## src/rtl/d_sc_parallel_lfs_divider_pkg.sv

```systemverilog
// Shared constants for the parallel LFSR divider: default field order, the BCH minimal
// polynomial of this code and the FSM state encoding.
package d_sc_parallel_lfs_divider_pkg;

  localparam int GF_ORDER_DEF = 12;
  localparam int PARALLEL_DEF = 8;
  localparam int NUM_POLY_DEF = 2;
  localparam int CW_CHUNKS_DEF = 1024;

  // x^12 + x^6 + x^4 + x + 1
  localparam logic [GF_ORDER_DEF:0] MIN_POLY_1053 = 13'h1053;

  typedef enum logic [1:0] {
    ST_IDLE = 2'd0,
    ST_RUN  = 2'd1,
    ST_DONE = 2'd2
  } state_e;

endpackage

```

## src/rtl/d_sc_parallel_lfs_divider_if.sv

```systemverilog
// Stream-in / remainders-out handshake bundle of the parallel LFSR divider.
// The zero-flag outputs exist only when D_SC_LFS_ZERO_FLAG_EN is defined.
interface d_sc_parallel_lfs_divider_if
  import d_sc_parallel_lfs_divider_pkg::*;
#(
  parameter int GF_ORDER = GF_ORDER_DEF,
  parameter int PARALLEL = PARALLEL_DEF,
  parameter int NUM_POLY = NUM_POLY_DEF
);
  logic                         i_start;
  logic                         i_data_valid;
  logic                         o_data_ready;
  logic [PARALLEL-1:0]          i_data;
  logic                         o_rem_valid;
  logic                         i_rem_ready;
  logic [NUM_POLY*GF_ORDER-1:0] o_remainders;
  logic                         o_busy;
`ifdef D_SC_LFS_ZERO_FLAG_EN
  logic [NUM_POLY-1:0]          o_rem_zero;
  logic                         o_all_zero;
`endif

  modport master (
    output i_start, i_data_valid, i_data, i_rem_ready,
`ifdef D_SC_LFS_ZERO_FLAG_EN
    input  o_rem_zero, o_all_zero,
`endif
    input  o_data_ready, o_rem_valid, o_remainders, o_busy
  );

  modport slave (
    input  i_start, i_data_valid, i_data, i_rem_ready,
`ifdef D_SC_LFS_ZERO_FLAG_EN
    output o_rem_zero, o_all_zero,
`endif
    output o_data_ready, o_rem_valid, o_remainders, o_busy
  );

endinterface

```

## src/rtl/d_sc_lfs_step_p.sv

```systemverilog
// Combinational PARALLEL-step unroll of one serial LFSR divider: feeds the beat MSB first
// into the remainder r, reducing modulo the minimal polynomial (implicit leading x^m).
module d_sc_lfs_step_p
  import d_sc_parallel_lfs_divider_pkg::*;
#(
  parameter int GF_ORDER = GF_ORDER_DEF,
  parameter int PARALLEL = PARALLEL_DEF
) (
  input  logic [GF_ORDER-1:0] r_in,
  input  logic [PARALLEL-1:0] data,
  input  logic [GF_ORDER-1:0] poly,
  output logic [GF_ORDER-1:0] r_out
);

  logic [GF_ORDER-1:0] acc;
  logic                fb;

  always_comb begin
    acc = r_in;
    fb  = 1'b0;
    for (int i = PARALLEL - 1; i >= 0; i--) begin
      fb     = acc[GF_ORDER-1];
      acc    = {acc[GF_ORDER-2:0], 1'b0} ^ (fb ? poly : '0);
      acc[0] = acc[0] ^ data[i];
    end
    r_out = acc;
  end

endmodule

```

## src/rtl/d_sc_parallel_lfs_divider.sv

```systemverilog
// Multi-channel P-bit-parallel polynomial divider feeding the BCH syndrome evaluator.
// Optional zero-detect flags are built when D_SC_LFS_ZERO_FLAG_EN is defined.
module d_sc_parallel_lfs_divider
  import d_sc_parallel_lfs_divider_pkg::*;
#(
  parameter int GF_ORDER  = GF_ORDER_DEF,
  parameter int PARALLEL  = PARALLEL_DEF,
  parameter int NUM_POLY  = NUM_POLY_DEF,
  parameter int CW_CHUNKS = CW_CHUNKS_DEF,
  parameter logic [NUM_POLY*(GF_ORDER+1)-1:0] MIN_POLY_VEC = {NUM_POLY{MIN_POLY_1053}}
) (
  input logic                        i_clk,
  input logic                        i_nRESET,
  d_sc_parallel_lfs_divider_if.slave bus
);

  localparam int CNT_W = $clog2(CW_CHUNKS + 1);
  localparam int REM_W = NUM_POLY * GF_ORDER;

  state_e             state_q, state_d;
  logic [CNT_W-1:0]   cnt_q, cnt_d;
  logic [REM_W-1:0]   rem_q, rem_d;
  logic [REM_W-1:0]   step_r;
  logic               accept;
  logic               last_beat;

  // One unrolled divider per minimal polynomial; x^m coefficient is implicit.
  for (genvar k = 0; k < NUM_POLY; k++) begin : g_chan
    d_sc_lfs_step_p #(
      .GF_ORDER (GF_ORDER),
      .PARALLEL (PARALLEL)
    ) u_step (
      .r_in  (rem_q[k*GF_ORDER +: GF_ORDER]),
      .data  (bus.i_data),
      .poly  (MIN_POLY_VEC[k*(GF_ORDER+1) +: GF_ORDER]),
      .r_out (step_r[k*GF_ORDER +: GF_ORDER])
    );
  end

  assign accept    = (state_q == ST_RUN) && bus.i_data_valid;
  assign last_beat = (cnt_q == CNT_W'(CW_CHUNKS - 1));

  always_comb begin
    state_d = state_q;
    cnt_d   = cnt_q;
    rem_d   = rem_q;
    case (state_q)
      ST_IDLE: begin
        if (bus.i_start) begin
          cnt_d   = '0;
          rem_d   = '0;
          state_d = ST_RUN;
        end
      end
      ST_RUN: begin
        if (accept) begin
          rem_d = step_r;
          cnt_d = cnt_q + CNT_W'(1);
          if (last_beat) state_d = ST_DONE;
        end
      end
      ST_DONE: begin
        if (bus.i_rem_ready) state_d = ST_IDLE;
      end
      default: state_d = ST_IDLE;
    endcase
  end

  always_ff @(posedge i_clk or negedge i_nRESET) begin
    if (!i_nRESET) begin
      state_q <= ST_IDLE;
      cnt_q   <= '0;
      rem_q   <= '0;
    end else begin
      state_q <= state_d;
      cnt_q   <= cnt_d;
      rem_q   <= rem_d;
    end
  end

  assign bus.o_data_ready = (state_q == ST_RUN);
  assign bus.o_rem_valid  = (state_q == ST_DONE);
  assign bus.o_busy       = (state_q != ST_IDLE);
  assign bus.o_remainders = rem_q;

`ifdef D_SC_LFS_ZERO_FLAG_EN
  logic [NUM_POLY-1:0] rem_zero_q, rem_zero_d;
  logic                all_zero_q, all_zero_d;

  // Flags are computed from the next remainders so they line up with o_rem_valid.
  always_comb begin
    rem_zero_d = '0;
    for (int k = 0; k < NUM_POLY; k++) begin
      rem_zero_d[k] = (state_d == ST_DONE) && (rem_d[k*GF_ORDER +: GF_ORDER] == '0);
    end
    all_zero_d = (state_d == ST_DONE) && (&rem_zero_d);
  end

  always_ff @(posedge i_clk or negedge i_nRESET) begin
    if (!i_nRESET) begin
      rem_zero_q <= '0;
      all_zero_q <= 1'b0;
    end else begin
      rem_zero_q <= rem_zero_d;
      all_zero_q <= all_zero_d;
    end
  end

  assign bus.o_rem_zero = rem_zero_q;
  assign bus.o_all_zero = all_zero_q;
`endif

endmodule
```

## src/flat_wrapper.sv

```systemverilog
// flat-port wrapper written by rule: the top's interface ports become plain ports
module d_sc_parallel_lfs_divider_flat import d_sc_parallel_lfs_divider_pkg::*;
#(
  parameter int GF_ORDER  = GF_ORDER_DEF,
  parameter int PARALLEL  = PARALLEL_DEF,
  parameter int NUM_POLY  = NUM_POLY_DEF,
  parameter int CW_CHUNKS = CW_CHUNKS_DEF,
  parameter logic [NUM_POLY*(GF_ORDER+1)-1:0] MIN_POLY_VEC = {NUM_POLY{MIN_POLY_1053}}
)
  (i_clk, i_nRESET, bus_i_start, bus_i_data_valid, bus_i_data, bus_i_rem_ready, bus_o_data_ready, bus_o_rem_valid, bus_o_remainders, bus_o_busy);
  d_sc_parallel_lfs_divider_if #(.GF_ORDER(GF_ORDER), .PARALLEL(PARALLEL), .NUM_POLY(NUM_POLY)) bus_i ();
  input logic i_clk;
  input logic i_nRESET;
  input wire logic [$bits(bus_i.i_start)-1:0] bus_i_start;
  input wire logic [$bits(bus_i.i_data_valid)-1:0] bus_i_data_valid;
  input wire logic [$bits(bus_i.i_data)-1:0] bus_i_data;
  input wire logic [$bits(bus_i.i_rem_ready)-1:0] bus_i_rem_ready;
  output wire logic [$bits(bus_i.o_data_ready)-1:0] bus_o_data_ready;
  output wire logic [$bits(bus_i.o_rem_valid)-1:0] bus_o_rem_valid;
  output wire logic [$bits(bus_i.o_remainders)-1:0] bus_o_remainders;
  output wire logic [$bits(bus_i.o_busy)-1:0] bus_o_busy;
  assign bus_i.i_start = bus_i_start;
  assign bus_i.i_data_valid = bus_i_data_valid;
  assign bus_i.i_data = bus_i_data;
  assign bus_i.i_rem_ready = bus_i_rem_ready;
  assign bus_o_data_ready = bus_i.o_data_ready;
  assign bus_o_rem_valid = bus_i.o_rem_valid;
  assign bus_o_remainders = bus_i.o_remainders;
  assign bus_o_busy = bus_i.o_busy;
  d_sc_parallel_lfs_divider #(.GF_ORDER(GF_ORDER), .PARALLEL(PARALLEL), .NUM_POLY(NUM_POLY), .CW_CHUNKS(CW_CHUNKS), .MIN_POLY_VEC(MIN_POLY_VEC)) u_core (.i_clk(i_clk), .i_nRESET(i_nRESET), .bus(bus_i));
endmodule
```

## config.mk

```make
export PLATFORM = sky130hd
export DESIGN_NAME = d_sc_parallel_lfs_divider_flat
export DESIGN_NICKNAME = d
export VERILOG_FILES = /design/src/rtl/d_sc_parallel_lfs_divider_pkg.sv /design/src/rtl/d_sc_parallel_lfs_divider_if.sv /design/src/rtl/d_sc_lfs_step_p.sv /design/src/rtl/d_sc_parallel_lfs_divider.sv /design/src/flat_wrapper.sv
export SDC_FILE = /design/constraint.sdc
export NUM_CORES = 1
export LEC_CHECK = 0
export CORE_MARGIN = 3
export CORE_UTILIZATION = 49
export DETAILED_ROUTE_END_ITERATION = 6
export HOLD_SLACK_MARGIN = 0.08
export PLACE_DENSITY_LB_ADDON = 0.2
export SETUP_SLACK_MARGIN = 0.05
export SYNTH_ARGS = -nofsm -noshare
export SYNTH_HDL_FRONTEND = slang
export SYNTH_HIERARCHICAL = 1
export SYNTH_SLANG_ARGS = --single-unit
```

## constraint.sdc

```tcl
create_clock -name i_clk -period 4.2 [get_ports i_clk]
set_clock_uncertainty 0.15 [all_clocks]
set_input_delay 1.05 -clock i_clk [delete_from_list [all_inputs] [get_ports i_clk]]
set_output_delay 1.05 -clock i_clk [all_outputs]
set_load 0.02 [all_outputs]
```

## Yosys cells after proc, flatten, opt, wreduce, memory -nomap -nowiden

Index checks and enable logic that the tools add are counted.

- Add/sub/neg operators: 1
- Equality and inequality tests: 7
- Muxes and demuxes: 27
- Bitwise gates (word level): 32
- Reduce and logical (&&, ||, !) cells: 6

Operators by type and width:

| operator | number |
|---|---|
| 12-bit by 7-bit XOR with 12-bit output | 14 |
| 7-bit two-way mux | 16 |
| 24-bit two-way mux | 2 |
| 24-bit one-hot mux with 2 select lines | 1 |
| 12-bit XOR | 2 |
| 11-bit two-way mux | 2 |
| 11-bit one-hot mux with 2 select lines | 1 |
| 1-bit XOR | 16 |
| 11-bit by 1-bit adder with 11-bit output (second input constant) | 1 |
| 11-bit by 10-bit equality test with 1-bit output (second input constant) | 1 |
| 2-bit two-way mux | 4 |
| 2-bit one-hot mux with 3 select lines | 1 |
| 2-bit by 1-bit inequality test with 1-bit output (second input constant) | 2 |
| 2-bit inequality test (second input constant) | 2 |
| 4-bit AND reduction | 1 |
| 2-bit nonzero test | 2 |
| 3-bit AND reduction | 1 |
| 2-bit by 1-bit equality test with 1-bit output (second input constant) | 1 |
| 2-bit equality test (second input constant) | 1 |
| 2-bit zero test | 1 |
| 1-bit logical AND | 1 |

- Flip-flop bits (word level): 37

## Logic depth before layout (Yosys ltp)

- Word-level depth: 19
- Mapped depth: 16
- Mapped depth without buffers: 12

## Modules after synthesis

Netlist, hierarchy kept.

By module, submodules not included:

| module | instances | cells an instance | area an instance (µm²) | sequential area each (µm²) |
|---|---|---|---|---|
| d_sc_lfs_step_p | 2 | 367 | 2542.4 | 0.0 |
| d_sc_parallel_lfs_divider | 1 | 128 | 1610.3 | 925.9 |

## Worst setup path before layout

OpenSTA, ideal clock, no wires.

- Path kind: reg-to-reg
- Start point: register u_core/bus.o_remainders[23] (netlist name)
- End point: register u_core.rem_q[16], in the netlist u_core/bus.o_remainders[16]
- Arrival time: 3.152 ns
- Required time: 3.929 ns
- Setup slack: 0.777 ns
- Cell stages (with the launch flop): 16
- Buffers on the path: 4
- Clock period less this slack: 3.423 ns
- Cells stage by stage: dfrtp_1 buf_4 buf_2 nand2_1 a21oi_1 nor4_1 a211oi_1 a221oi_1 nand3b_1 or4_4 buf_6 and2_4 buf_6 o2111ai_2 xnor2_1 a22o_1

RTL lines:

| what | line | text |
|---|---|---|
| end signal: assignment | d_sc_parallel_lfs_divider.sv:77 | `rem_q <= rem_d;` |
| end: declaration | d_sc_parallel_lfs_divider.sv:22 | `logic [REM_W-1:0] rem_q, rem_d;` |

==> metrics.yaml <==
die_h_um: 123
cts_tree: "built"
clock_latency_ns: 0.29
viasPerCell: 6.01
ant_nets: 0
grt_pass1_vias: 6007
drv_slew: 0
relSlewSlack: 0.391
yosysSeqAreaShare: 0.138
cts-buffers-inserted: 5
ys.warnings.count: 6
place_congestion: 0.890
cts_hold_buf: 0
grt_max_degree: 47
wl_um: 19900
hp-start: "u_core/cnt_q[10]"
route.met3.wl_um: 1570
synth_top_family_by_area: "compound AO/OA/AOI/OAI gates"
synthMuxAreaShare: 0.0120
syn_avg_cell_area_um2: 7.77
synthSimpleGateAreaFrac: 0.266
ys_ff_latch: 37
worstHoldPathType: "reg2reg"
synthAdderAreaFrac: 0.00187
antenna_found_initial: 0
status: "complete, no violations"
synth.distinct_cells: 85
cts.sinks: 37
io_buffers: 39
r2r_end: "u_core/bus.o_remainders[4]"
drcViolationCount: 0
post-route-period-util: 0.779
area_growth_pct: 12.0
r2r_slack_ns: 0.93
pre_cts_slack_ns: 0.976
cts.repair.resized: 0
first_iter_violations: 630
synth_compound_area_frac: 0.283
placeableCoreArea_mm2: 0.0133
rsz0062_at_grt: "no"
rows: 42
hpwl_um: 14100
reg2reg_depth: 9
synth_flop_cell: "dfrtp_1"
clockRootBuffer: "clkbuf_16"
grt_pass1_wl_um: 32000
syn_inst: 862
critPathCaptureType: "flip-flop"
min_to: "u_core/state_q[1]"
postCtsSetupRepairBufs: 0
hold_violations: 0
cts_max_level: 2
top_layer_used: "met4"
wl_per_cell_um: 17.9
synth_edf_count: 0
cap_violations: 0
fin_nets: 948
die_w_um: 123
dieArea_mm2: 0.0151
arrival_ns: 3.30
synthXorXnorAreaFrac: 0.230
cp_max_fo: 8
path_clk_slew_ns: 0.06
drive_gt1_frac: 0.0930
worstPathRequired_ns: 4.23
fin_setup_tns_ns: 0
routed-via-count: 6680
r2r-start: "u_core/bus.o_remainders[5]"
syn-cell-area_mm2: 0.00670
ios: 40
max_freq_mhz: 306
groute.usage.overall: 0.266
layout_commonest_cell: "nand2_1"
cp-start-kind: "flip-flop"
worst_pin_slew_ns: 0.914
setup_viol: 0
holdPathStages: 1
first_pass_iters: 5
layout_min_cycle_time_ns: 3.27
wl_met2_um: 8540
setup_ws_ns: 0.927
overflow: 0
clockBufferDepth: 2
diodes: 0
critPathKind: "reg2reg"
synthArstFlopShare: 1.00
initial_core_util: 0.504
wl_met1_um: 9370
most-common-layout-cells: "131 x nand2_1, 94 x conb_1, 72 x xnor2_1, 62 x o21ai_0, 52 x a21oi_1"
[stage by stage]
step / instance area, um2 / utilization / hold WS, ns / instances
after global routing: 7500 / 0.564 / 0.403 / 1111
after CTS: 7500 / 0.564 / 0.381 / 1111
after floorplan: 7040 / - / 0.320 / 954
after detailed placement: 7350 / 0.553 / 0.369 / 1103
final: 7500 / 0.564 / 0.381 / 1111
after global placement: 7350 / 0.553 / 0.350 / 1103
[cells by family (layout without fill, tap and decap cells)]
group	Yosys count	after routing
adder cells (fa/ha/maj)	1	1
flip-flops	37	37
multiplexers	7	7
AO/OA/AOI/OAI	267	267
XOR/XNOR	129	129
AND/OR/NAND/NOR	325	325
other	2	94
buffers and inverters	94	75
[final cells by class]
cell class | instances | area [um2]
sequential | 37 | 926
timing repair buffer | 54 | 498
tap | 176 | 220
fill | 1266 | 5800
inverter | 13 | 48.8
multi-input combinational | 823 | 5660
clock inverter | 3 | 21.3
clock buffer | 5 | 125
[how the worst max path moves through the flow]
stage,start,end,slack (ns),depth (start not counted)
2_1_floorplan,u_core/bus.o_remainders[23],u_core/bus.o_remainders[16],0.78,15
3_3_place_gp,bus_i_data_valid,u_core/bus.o_remainders[17],1.00,4
3_5_place_dp,bus_i_data_valid,u_core/bus.o_remainders[15],0.98,4
4_1_cts,u_core/bus.o_remainders[5],u_core/bus.o_remainders[4],0.98,9
5_1_grt,u_core/bus.o_remainders[5],u_core/bus.o_remainders[4],0.68,9
6_report,u_core/bus.o_remainders[5],u_core/bus.o_remainders[4],0.93,9
[cell usage after synthesis (all sizes together), types with 12 or more instances]
library cell,count,area (um2)
buf,23,188
xor2,29,292
a22oi,16,120
nor3b,13,119
a22o,35,307
nand2,131,492
and2,12,87.6
clkbuf,58,218
inv,13,48.8
xnor3,14,315
dfrtp,37,926
nand4,14,87.6
xnor2,82,838
a21oi,52,260
nand3,29,145
nor2,37,146
a32oi,16,140
o21ai,70,358
nor3,13,85.1
[state kept, by name, indices dropped and copies added, names as in the netlist]
signal and cells:
u_core/state_q 2, u_core/cnt_q 11, u_core/bus.o_remainders 24
[metal layers]
metal,vias to the layer above,track usage
met5,-,0
met4,0,0.0707
li1,3216,-
met1,3141,0.403
met3,39,0.0485
met2,284,0.387
[worst max-delay path, cell delays in order, from the launching register on]
cell and delay, ns:
dfrtp_1 0.47, nor4_1 0.50, a211oi_1 0.12, a221oi_1 0.27, nand3b_1 0.20, or4_4 0.64, and2_4 0.21, o2111ai_2 0.20
xnor2_1 0.16, a22o_1 0.24
Power is left out: the tool's default activity adds up to more than one toggle a clock period on the data nets, which glitch-free logic cannot reach.
